File: src/rtl/fft_ctrl_pkg.sv
// Shared definitions for the FFT frame controller: FSM encoding, config-word layout
// and the frame-length clamp.
package fft_ctrl_pkg;

    typedef enum logic [1:0] {
        ST_CFG  = 2'd0,
        ST_WAIT = 2'd1,
        ST_RUN  = 2'd2
    } ctrl_state_t;

    localparam int unsigned CFG_W        = 16;
    localparam int unsigned MIN_LOG2     = 3;
    localparam int unsigned CFG_NFFT_LSB = 0;
    localparam int unsigned CFG_NFFT_W   = 4;
    localparam int unsigned CFG_DIR_BIT  = 8;

    function automatic logic [3:0] clamp_log2(input logic [3:0] req, input logic [3:0] max_log2);
        if (req < 4'(MIN_LOG2))
            return 4'(MIN_LOG2);
        if (req > max_log2)
            return max_log2;
        return req;
    endfunction

    function automatic logic [CFG_W-1:0] pack_cfg(input logic [3:0] nfft, input logic fwd_inv);
        logic [CFG_W-1:0] w;
        w = '0;
        w[CFG_NFFT_LSB +: CFG_NFFT_W] = nfft;
        w[CFG_DIR_BIT] = fwd_inv;
        return w;
    endfunction

endpackage

File: src/rtl/fft_frame_counter.sv
// Sample counter for one FFT frame: counts accepted samples and flags the last one
// of a 2^nfft_log2 frame.
module fft_frame_counter #(
    parameter int unsigned MAX_LOG2 = 10
) (
    input  logic       clk,
    input  logic       rst,
    input  logic       clear,
    input  logic       advance,
    input  logic [3:0] nfft_log2,
    output logic       tlast
);

    localparam logic [MAX_LOG2:0] ONE = (MAX_LOG2+1)'(1);

    logic [MAX_LOG2-1:0] count;
    logic [MAX_LOG2:0]   last_idx;

    always_comb begin
        last_idx = (ONE << nfft_log2) - ONE;
        tlast    = ({1'b0, count} == last_idx);
    end

    // Wrapping to zero on the last sample keeps TLAST low while the FSM idles.
    always_ff @(posedge clk) begin
        if (rst || clear)
            count <= '0;
        else if (advance) begin
            if (tlast)
                count <= '0;
            else
                count <= count + MAX_LOG2'(1);
        end
    end

endmodule

File: src/rtl/fft_frame_ctrl.sv
// FFT frame controller: issues the FFT config word, gates upstream samples into
// whole frames with generated TLAST. Optional macro: FFT_CTRL_EVENT_EN (FFT event flag).
module fft_frame_ctrl
    import fft_ctrl_pkg::*;
#(
    parameter int unsigned DATA_W   = 32,
    parameter int unsigned MAX_LOG2 = 10
) (
    input  logic              I_CLOCK,
    input  logic              I_RESET,
    input  logic              I_ENABLE,
    input  logic [3:0]        I_NFFT_LOG2,
    input  logic              I_FWD_INV,
    input  logic              S_I_DATA_VALID,
    output logic              S_O_DATA_READY,
    input  logic [DATA_W-1:0] S_I_DATA,
    input  logic              S_I_DATA_TLAST,
    output logic              F_O_DATA_VALID,
    input  logic              F_I_DATA_READY,
    output logic [DATA_W-1:0] F_O_DATA,
    output logic              F_O_DATA_TLAST,
    output logic              F_O_CFG_VALID,
    input  logic              F_I_CFG_READY,
    output logic [CFG_W-1:0]  F_O_CFG_DATA,
    output logic [15:0]       O_FRAME_CNT,
    output logic              O_ERR_TLAST,
`ifdef FFT_CTRL_EVENT_EN
    input  logic              F_I_EV_TLAST_UNEXPECTED,
    input  logic              F_I_EV_TLAST_MISSING,
    output logic              O_ERR_FFT,
`endif
    output logic              O_BUSY
);

    localparam logic [3:0] MAX_L = 4'(MAX_LOG2);

    ctrl_state_t state, next_state;
    logic [3:0]  nfft_l;
    logic        fwd_inv_l;
    logic        cfg_pending;
    logic [3:0]  req_nfft;
    logic        cfg_changed;
    logic        cfg_hs;
    logic        data_hs;
    logic        last_hs;
    logic        load_cfg;
    logic        cnt_clear;
    logic        tlast;

    always_ff @(posedge I_CLOCK) begin
        if (I_RESET)
            state <= ST_CFG;
        else
            state <= next_state;
    end

    always_comb begin
        req_nfft    = clamp_log2(I_NFFT_LOG2, MAX_L);
        cfg_changed = (req_nfft != nfft_l) || (I_FWD_INV != fwd_inv_l);
        next_state  = state;
        case (state)
            ST_CFG:  if (cfg_hs) next_state = ST_WAIT;
            ST_WAIT: begin
                if (cfg_changed)
                    next_state = ST_CFG;
                else if (I_ENABLE)
                    next_state = ST_RUN;
            end
            ST_RUN:  if (last_hs) next_state = ST_WAIT;
            default: next_state = ST_CFG;
        endcase
    end

    // Handshakes are masked during the reset cycle so an abandoned frame moves no data.
    always_comb begin
        O_BUSY         = (state == ST_RUN);
        F_O_DATA       = S_I_DATA;
        F_O_DATA_TLAST = tlast;
        F_O_DATA_VALID = O_BUSY && !I_RESET && S_I_DATA_VALID;
        S_O_DATA_READY = O_BUSY && !I_RESET && F_I_DATA_READY;
        F_O_CFG_VALID  = (state == ST_CFG) && cfg_pending && !I_RESET;
        F_O_CFG_DATA   = pack_cfg(nfft_l, fwd_inv_l);
        cfg_hs         = F_O_CFG_VALID && F_I_CFG_READY;
        data_hs        = F_O_DATA_VALID && F_I_DATA_READY;
        last_hs        = data_hs && tlast;
        cnt_clear      = (state == ST_WAIT) && (next_state == ST_RUN);
        // After reset the CFG state spends one cycle capturing the request before offering it.
        load_cfg       = ((state == ST_CFG) && !cfg_pending) ||
                         ((state == ST_WAIT) && (next_state == ST_CFG));
    end

    always_ff @(posedge I_CLOCK) begin
        if (I_RESET) begin
            cfg_pending <= 1'b0;
            nfft_l      <= 4'(MIN_LOG2);
            fwd_inv_l   <= 1'b0;
            O_FRAME_CNT <= '0;
            O_ERR_TLAST <= 1'b0;
        end else begin
            if (load_cfg) begin
                nfft_l      <= req_nfft;
                fwd_inv_l   <= I_FWD_INV;
                cfg_pending <= 1'b1;
            end else if (cfg_hs) begin
                cfg_pending <= 1'b0;
            end
            if (last_hs)
                O_FRAME_CNT <= O_FRAME_CNT + 16'd1;
            if (data_hs && (S_I_DATA_TLAST != tlast))
                O_ERR_TLAST <= 1'b1;
        end
    end

`ifdef FFT_CTRL_EVENT_EN
    always_ff @(posedge I_CLOCK) begin
        if (I_RESET)
            O_ERR_FFT <= 1'b0;
        else if (F_I_EV_TLAST_UNEXPECTED || F_I_EV_TLAST_MISSING)
            O_ERR_FFT <= 1'b1;
    end
`endif

    fft_frame_counter #(
        .MAX_LOG2(MAX_LOG2)
    ) u_counter (
        .clk       (I_CLOCK),
        .rst       (I_RESET),
        .clear     (cnt_clear),
        .advance   (data_hs),
        .nfft_log2 (nfft_l),
        .tlast     (tlast)
    );

endmodule

File: config.mk
export PLATFORM = sky130hd
export DESIGN_NAME = fft_frame_ctrl
export DESIGN_NICKNAME = d
export VERILOG_FILES = /design/src/rtl/fft_ctrl_pkg.sv /design/src/rtl/fft_frame_counter.sv /design/src/rtl/fft_frame_ctrl.sv
export SDC_FILE = /design/constraint.sdc
export NUM_CORES = 1
export LEC_CHECK = 0
export ABC_AREA = 1
export BUFFER_PORTS_ARGS = -buffer_cell sky130_fd_sc_hd__clkbuf_2
export CELL_PAD_IN_SITES_DETAIL_PLACEMENT = 1
export CELL_PAD_IN_SITES_GLOBAL_PLACEMENT = 1
export CORE_ASPECT_RATIO = 1.4
export CORE_MARGIN = 3
export CORE_UTILIZATION = 35
export DETAILED_ROUTE_END_ITERATION = 10
export MAX_ROUTING_LAYER = met4
export PLACE_DENSITY_LB_ADDON = 0.12
export SKIP_CTS_REPAIR_TIMING = 1
export SYNTH_ARGS = -nofsm -noshare
export SYNTH_HDL_FRONTEND = slang
export SYNTH_SLANG_ARGS = --single-unit
export TNS_END_PERCENT = 20
File: constraint.sdc
create_clock -name I_CLOCK -period 3.9 [get_ports I_CLOCK]
set_input_delay 0.78 -clock I_CLOCK [delete_from_list [all_inputs] [get_ports I_CLOCK]]
set_output_delay 0.78 -clock I_CLOCK [all_outputs]
set_load 0.01 [all_outputs]
==> impl_metrics.py, run 1 <==
metrics = {
    "power_and_ir_drop": {
        "power_w": 0.000857,
        "p_leak_nw": 1.35,
        "ir_drop_mv": 0.120,
        "p_per_area_nw_per_um2": 294,
    },
    "place": {
        "dp_hpwl_mm": 6.69,
        "pre_cts_slack_ns": 0.743,
        "gp_congestion": 0.864,
        "dp_cells": 552,
        "io_buffers": 38,
    },
    "synth": {
        "ys_ff_latch": 35,
        "synth_most_common_cell": "nand2_1",
        "synth_seq_area_share": 0.247,
        "synth_commonest_cells": "nand2_1 (118), inv_1 (54), buf_4 (47)",
        "synth-xor-area-share": 0.0525,
        "synth_top_area_frac": 0.247,
        "ys_types": 27,
        "synth-compound-area-share": 0.0512,
        "synth_warnings": 0,
        "synth_area_leaders": "dfxtp_1 (25%), nand2_1 (16%), buf_4 (12%)",
        "syn_area_per_cell_sq_um": 6.23,
        "synth_top_family_by_area": "simple AND/OR/NAND/NOR gates",
        "synthSimpleGateAreaFrac": 0.418,
        "muxShareOfSynthArea": 0,
        "async_flop_share": 0,
        "synth_flop_cell": "dfxtp_1",
        "synth-edff-count": 0,
        "synthCells": 455,
        "yosysTopAreaCell": "dfxtp_1",
        "synth_area_sq_um": 2840,
        "synth_adder_area_share": 0.0132,
    },
    "routing": {
        "vias": 2748,
        "drtAntennaViolNets": 0,
        "routedWlPerCell_um": 14.5,
        "drt_iter0_markers": 83,
        "drcViolationCount": 0,
        "first_pass_iters": 4,
        "vias_per_cell": 4.91,
        "drt_wl_total_mm": 8.12,
    },
    "sta": {
        "final_max_slew_viol_count": 0,
        "fin_setup_tns_ns": 0,
        "skew_ns": 0.00871,
        "layout_setup_ws_ns": 0.403,
        "tightest_slew_ns": 0.739,
        "rsz0062_at_grt": "no",
        "clock.fmax_ghz": 0.286,
        "period_minus_slack_ns": 3.50,
        "fin_crit_sh": 0.897,
        "hold_violations": 0,
        "slew_headroom": 0.503,
        "setup_viol": 0,
    },
    "floorplanning": {
        "fp.dieH_um": 113,
        "core_sq_um": 7800,
        "die_w_um": 82.1,
        "floorplan.die_area_sq_um": 9240,
        "io_pins": 114,
        "fp-row-count": 38,
        "initial_core_util": 0.364,
    },
    "final_layout": {
        "multi_input_area_sq_um": 1560,
        "n_antenna_cell": 0,
        "final_net_count": 506,
        "drive_above_1_share": 0.148,
        "seq_area_sq_um": 701,
        "syn_to_final_growth_pct": 2.87,
        "num-fill-cells": 1086,
        "stdcell_count": 560,
    },
    "min_path": {
        "holdPathStages": 2,
        "hp-class": "register to register",
    },
    "clock_network": {
        "cts_tree": "done",
        "cts_buffer_depth": 2,
        "cts_sinks": 35,
        "cts_buffers": 5,
        "clk_pin_slew_worst_paths_ns": 0.08,
        "insertion_delay_ns": 0.29,
        "htree_levels": 2,
        "root_buffer": "clkbuf_8",
    },
    "global_routing": {
        "grtUsageMet3": 0.0273,
        "grt-ovfl-total": 0,
        "grt_use_total": 0.192,
        "antenna_found_initial": 0,
        "grt_pass1_vias": 2846,
        "grt.busiest_layer": "met2",
        "grt_pass1_wl_mm": 13.5,
        "grt_start_max_net_pins": 20,
        "grt_use_met2": 0.352,
        "use_met1": 0.205,
    },
    "worst_setup_path": {
        "cp_num_buf_inv": 4,
        "cp-start-kind": "register",
        "cp_cell_sequence": "inv_1, nand3_1, ha_1, inv_1, nand2_1, nand2_1, nand2_1, nand2_1, nor2_1, nand2_1, nor2_1, nand4_1, inv_1, clkbuf_2",
        "required_ns": 3.12,
        "path_delay_family": "simple AND/OR/NAND/NOR gates",
        "crit_slowest_cell": "dfxtp_1",
        "cp_common_cell": "nand2_1",
        "critPathKind": "register to primary output",
        "critPathMaxStageDelay_ns": 0.62,
        "reg2regPathDepth": 13,
        "crit_path_end_kind": "primary output",
        "worst-path-max-fanout": 10,
        "cp.arrival_ns": 2.72,
        "path_depth": 14,
    },
    "status": {
        "status": "completed",
    },
    "run": {
        "max_cap_viol_count": 0,
    },
}
-- worst paths after layout --
check | endpoint | slack [ns] | from
worst max-delay path | F_O_DATA_TLAST | 0.40 | nfft_l[1]$_SDFFE_PP1P_
worst min-delay path | O_FRAME_CNT[15]$_SDFFE_PP0P_ | 0.50 | O_FRAME_CNT[15]$_SDFFE_PP0P_
worst max register to register | O_FRAME_CNT[12]$_SDFFE_PP0P_ | 1.04 | nfft_l[1]$_SDFFE_PP1P_
worst min register to register | O_FRAME_CNT[15]$_SDFFE_PP0P_ | 0.50 | O_FRAME_CNT[15]$_SDFFE_PP0P_
-- cells in the final DEF, fill, tap and decap left out, drive strengths merged --
cell type / synthesis / routed
clkbuf: 3 / 46
ha: 3 / 3
nand4: 25 / 25
o21ai: 4 / 4
a21oi: 23 / 23
nand3b: 1 / 1
o22ai: 1 / 1
nor4: 4 / 4
buf: 52 / 4
xor2: 17 / 17
nor2: 47 / 47
nand3: 46 / 46
nand2: 125 / 125
inv: 57 / 57
conb: 1 / 11
dfxtp: 35 / 35
nor3: 11 / 11
-- area by class of cell --
class	count	share of cell area
multi-input combinational	318	0.534
sequential	35	0.240
timing repair buffer	42	0.0755
inverter	57	0.0733
tap	100	0.0429
clock buffer	8	0.0343
-- registers in the layout, indices dropped and copies added, names as in the netlist --
register	flops
O_FRAME_CNT	16
u_counter.count	10
nfft_l	4
state	2
O_ERR_TLAST	1
cfg_pending	1
fwd_inv_l	1
-- logic make-up (layout without fill, tap and decap cells) --
kind of cell | count (synthesis) | count (layout)
AOI/OAI and AO/OA | 28 | 28
adders and majority gates | 3 | 3
buffers and inverters | 112 | 107
and+or+nand+nor | 259 | 259
xor gates and xnor gates | 17 | 17
DFF | 35 | 35
other | 1 | 11
-- per-stage QoR --
step	instance area [sq um]	util	hold slack, ns
after floorplan	2870	-	0.457
after global placement	2820	0.361	0.471
after detailed placement	2820	0.361	0.493
after CTS	2920	0.374	0.504
after global routing	2920	0.374	0.523
final	2920	0.374	0.499
-- metal layers --
| metal | routed length, um | up-vias |
|---|---|---|
| met5 | 0 | - |
| met4 | 163 | 0 |
| li1 | - | 1404 |
| met1 | 3290 | 1281 |
| met3 | 242 | 13 |
| met2 | 4430 | 50 |
-- worst register-to-register path: cells and delay by family, from the launching register on --
family / cells / cell delay (ns)
buf+inv: 3 / 0.54
flops: 1 / 0.62
simple gates: 7 / 0.97
fa+ha+maj: 1 / 0.31
compound gates: 2 / 0.27
-- where the power goes --
part	internal, W	leakage [nW]	switching (W)
Combinational	0.0000548	1.02	0.000126
Clock	0.000161	0.0515	0.000138
Sequential	0.000363	0.283	0.0000133
(Power assumes the default switching activity.)
==> inputs of run 2 (changes only) <==
--- a/config.mk
+++ b/config.mk
@@ -18,5 +18,6 @@
 export SKIP_CTS_REPAIR_TIMING = 1
 export SYNTH_ARGS = -nofsm -noshare
 export SYNTH_HDL_FRONTEND = slang
+export SYNTH_HIERARCHICAL = 1
 export SYNTH_SLANG_ARGS = --single-unit
 export TNS_END_PERCENT = 20
==> run 2 against run 1 <==
Routed wire length fell by 15%. Sequential share of layout area rose by 1.4 points. Die area fell by 5.1%. Largest power group unchanged. Power rose by 2.4%. Fmax rose by 11%. Critical path depth did not move. Utilization fell by 0.19 points. First-iteration DRC count fell by 6.0%. Synthesized cell count fell by 9.7%. Count of clock-buffer cells in the layout did not move. Via count fell by 12%.
==> impl_metrics.py, run 2 <==
metrics = {
    "status": {
        "status": "completed",
    },
    "clock_network": {
        "root_buffer": "clkbuf_8",
        "cts_tree": "done",
        "cts_buffers": 5,
        "insertion_delay_ns": 0.28,
        "clk_pin_slew_worst_paths_ns": 0.07,
        "htree_levels": 2,
        "cts_buffer_depth": 2,
        "cts_sinks": 35,
    },
    "routing": {
        "vias": 2431,
        "vias_per_cell": 4.73,
        "drcViolationCount": 0,
        "first_pass_iters": 4,
        "drtAntennaViolNets": 0,
        "drt_wl_total_mm": 6.93,
        "drt_iter0_markers": 78,
        "routedWlPerCell_um": 13.5,
    },
    "final_layout": {
        "final_common_cell": "nand2_1",
        "drive_above_1_share": 0.218,
        "syn_to_final_growth_pct": 2.80,
        "top_regs": "O_FRAME_CNT (16), u_counter/count (10), nfft_l (4)",
        "final_net_count": 463,
        "largest_register_ff_count": 16,
        "n_antenna_cell": 0,
        "top_register": "O_FRAME_CNT",
        "stdcell_area_sq_um": 2760,
        "stdcell_count": 514,
        "mostFrequentLayoutCells": "nand2_1 (115), nor2_1 (39), clkbuf_2 (38)",
    },
    "global_routing": {
        "antenna_found_initial": 0,
        "grt_start_max_net_pins": 19,
        "grt_pass1_wl_mm": 11.5,
        "grt-ovfl-total": 0,
        "grt_pass1_vias": 2389,
        "grt_use_total": 0.172,
    },
    "min_path": {
        "worstHoldStart": "O_ERR_TLAST$_SDFFE_PP0P_",
        "worstHoldEndpoint": "O_ERR_TLAST$_SDFFE_PP0P_",
        "holdPathStages": 2,
        "hp-class": "register to register",
    },
    "synth": {
        "synth_area_leaders": "dfxtp_1 (26%), nand2_1 (16%), buf_4 (12%)",
        "yosysTopAreaCell": "dfxtp_1",
        "synthCells": 411,
        "synth_most_common_cell": "nand2_1",
        "ys_types": 30,
        "synth_top_area_frac": 0.261,
        "synth_seq_area_share": 0.261,
        "synth-edff-count": 0,
        "synth_commonest_cells": "nand2_1 (115), buf_4 (44), nor2_1 (39)",
        "async_flop_share": 0,
        "ys_ff_latch": 35,
        "synth_area_sq_um": 2680,
        "syn_area_per_cell_sq_um": 6.53,
        "synth_warnings": 6,
        "synth_flop_cell": "dfxtp_1",
    },
    "floorplanning": {
        "io_pins": 114,
        "floorplan.die_area_sq_um": 8770,
        "fp-row-count": 37,
        "core_sq_um": 7410,
        "die_w_um": 80.0,
        "initial_core_util": 0.362,
        "fp.dieH_um": 110,
    },
    "sta": {
        "setup_viol": 0,
        "fin_crit_sh": 0.809,
        "hold_slack_ns": 0.486,
        "hold_violations": 0,
        "fin_setup_tns_ns": 0,
        "clock.fmax_ghz": 0.317,
        "rsz0062_at_grt": "no",
        "final_max_slew_viol_count": 0,
        "period_minus_slack_ns": 3.15,
        "skew_ns": 0.00656,
    },
    "worst_setup_path": {
        "required_ns": 3.12,
        "regToRegSetupSlack_ns": 1.15,
        "reg2regPathDepth": 20,
        "worst-path-max-fanout": 11,
        "critPathKind": "register to primary output",
        "crit_path_end_kind": "primary output",
        "r2r_end": "O_FRAME_CNT[5]$_SDFFE_PP0P_",
        "cp.arrival_ns": 2.37,
        "cp-start-kind": "register",
        "r2r_start": "nfft_l[3]$_SDFFE_PP0P_",
    },
    "run": {
        "max_cap_viol_count": 0,
    },
    "place": {
        "dp_hpwl_mm": 5.65,
        "dp_cells": 506,
        "postPlaceCellArea_sq_um": 2660,
        "gp_congestion": 0.879,
        "io_buffers": 38,
    },
    "power_and_ir_drop": {
        "p_per_area_nw_per_um2": 318,
        "p_leak_nw": 1.21,
        "ir_drop_mv": 0.107,
    },
}
## run 2: cell types whose count changed after synthesis, sizes merged, moves of 3 or more
cell	before	now
a21oi	23	20
buf	52	48
inv	57	43
nand3	46	32
nand4	25	8
nor2	47	55
nor3	11	7
nor4	4	0
xnor2	0	11
xor2	17	8
## run 2: worst max-delay path by stage
stage | cells after the start | start | to | slack [ns]
global route | 14 | nfft_l[3]$_SDFFE_PP0P_ | F_O_DATA_TLAST | 0.45
floorplan | 14 | nfft_l[3]$_SDFFE_PP0P_ | F_O_DATA_TLAST | 1.33
CTS | 14 | nfft_l[3]$_SDFFE_PP0P_ | F_O_DATA_TLAST | 0.72
finish | 14 | nfft_l[3]$_SDFFE_PP0P_ | F_O_DATA_TLAST | 0.75
global placement | 10 | I_RESET | u_counter/count[8]$_SDFFE_PP0P_ | 0.97
detailed placement | 10 | I_RESET | u_counter/count[8]$_SDFFE_PP0P_ | 0.90
## run 2: cells by family after synthesis
| group | Yosys count | synth area share |
|---|---|---|
| XOR/XNOR | 19 | 0.0620 |
| AND/OR/NAND/NOR | 234 | 0.403 |
| AO/OA/AOI/OAI | 26 | 0.0569 |
| other | 1 | 0.00140 |
| flip-flops | 35 | 0.261 |
| buffers and inverters | 93 | 0.201 |
| adder cells (fa/ha/maj) | 3 | 0.0140 |
## run 2: cell type report
class                           instances  area (sq um)
Clock buffer                            8           100
Tap cell                               97           121
Multi-Input combinational cell        293          1480
Sequential cell                        35           701
Timing Repair Buffer                   38           190
Fill cell                            1028          4650
Inverter                               43           166
## run 2: metrics by stage
step	total power (W)	utilization	setup WS, ns
finish	0.000878	0.372	0.746
global route	0.000942	0.372	0.447
CTS	0.000894	0.372	0.719
detailed placement	0.000599	0.359	0.903
global placement	0.000594	0.359	0.972
floorplan	0.000586	-	1.33
## run 2: power breakdown
part	switching, W	internal, W
Clock	0.000130	0.000161
Sequential	0.0000204	0.000368
Combinational	0.000133	0.0000654
Total	0.000283	0.000595
## run 2: worst max-delay path, cell delays in order (launching register included)
cell and delay [ns]:
dfxtp_1 0.43, nor2_4 0.27, nand3_1 0.11, ha_1 0.32, inv_1 0.04, nand2_1 0.05
nand2_1 0.04, nor2_1 0.08, nand2_1 0.06, nor2_1 0.08, nand2_1 0.06, nor2_2 0.12
nand3_1 0.11, inv_1 0.16, clkbuf_2 0.16
## run 2: layer usage
| metal | part of all wire | track usage |
|---|---|---|
| met5 | 0 | - |
| met2 | 0.53 | 0.315 |
| met3 | 0.045 | 0.0295 |
| met1 | 0.41 | 0.186 |
| met4 | 0.019 | 0.0592 |
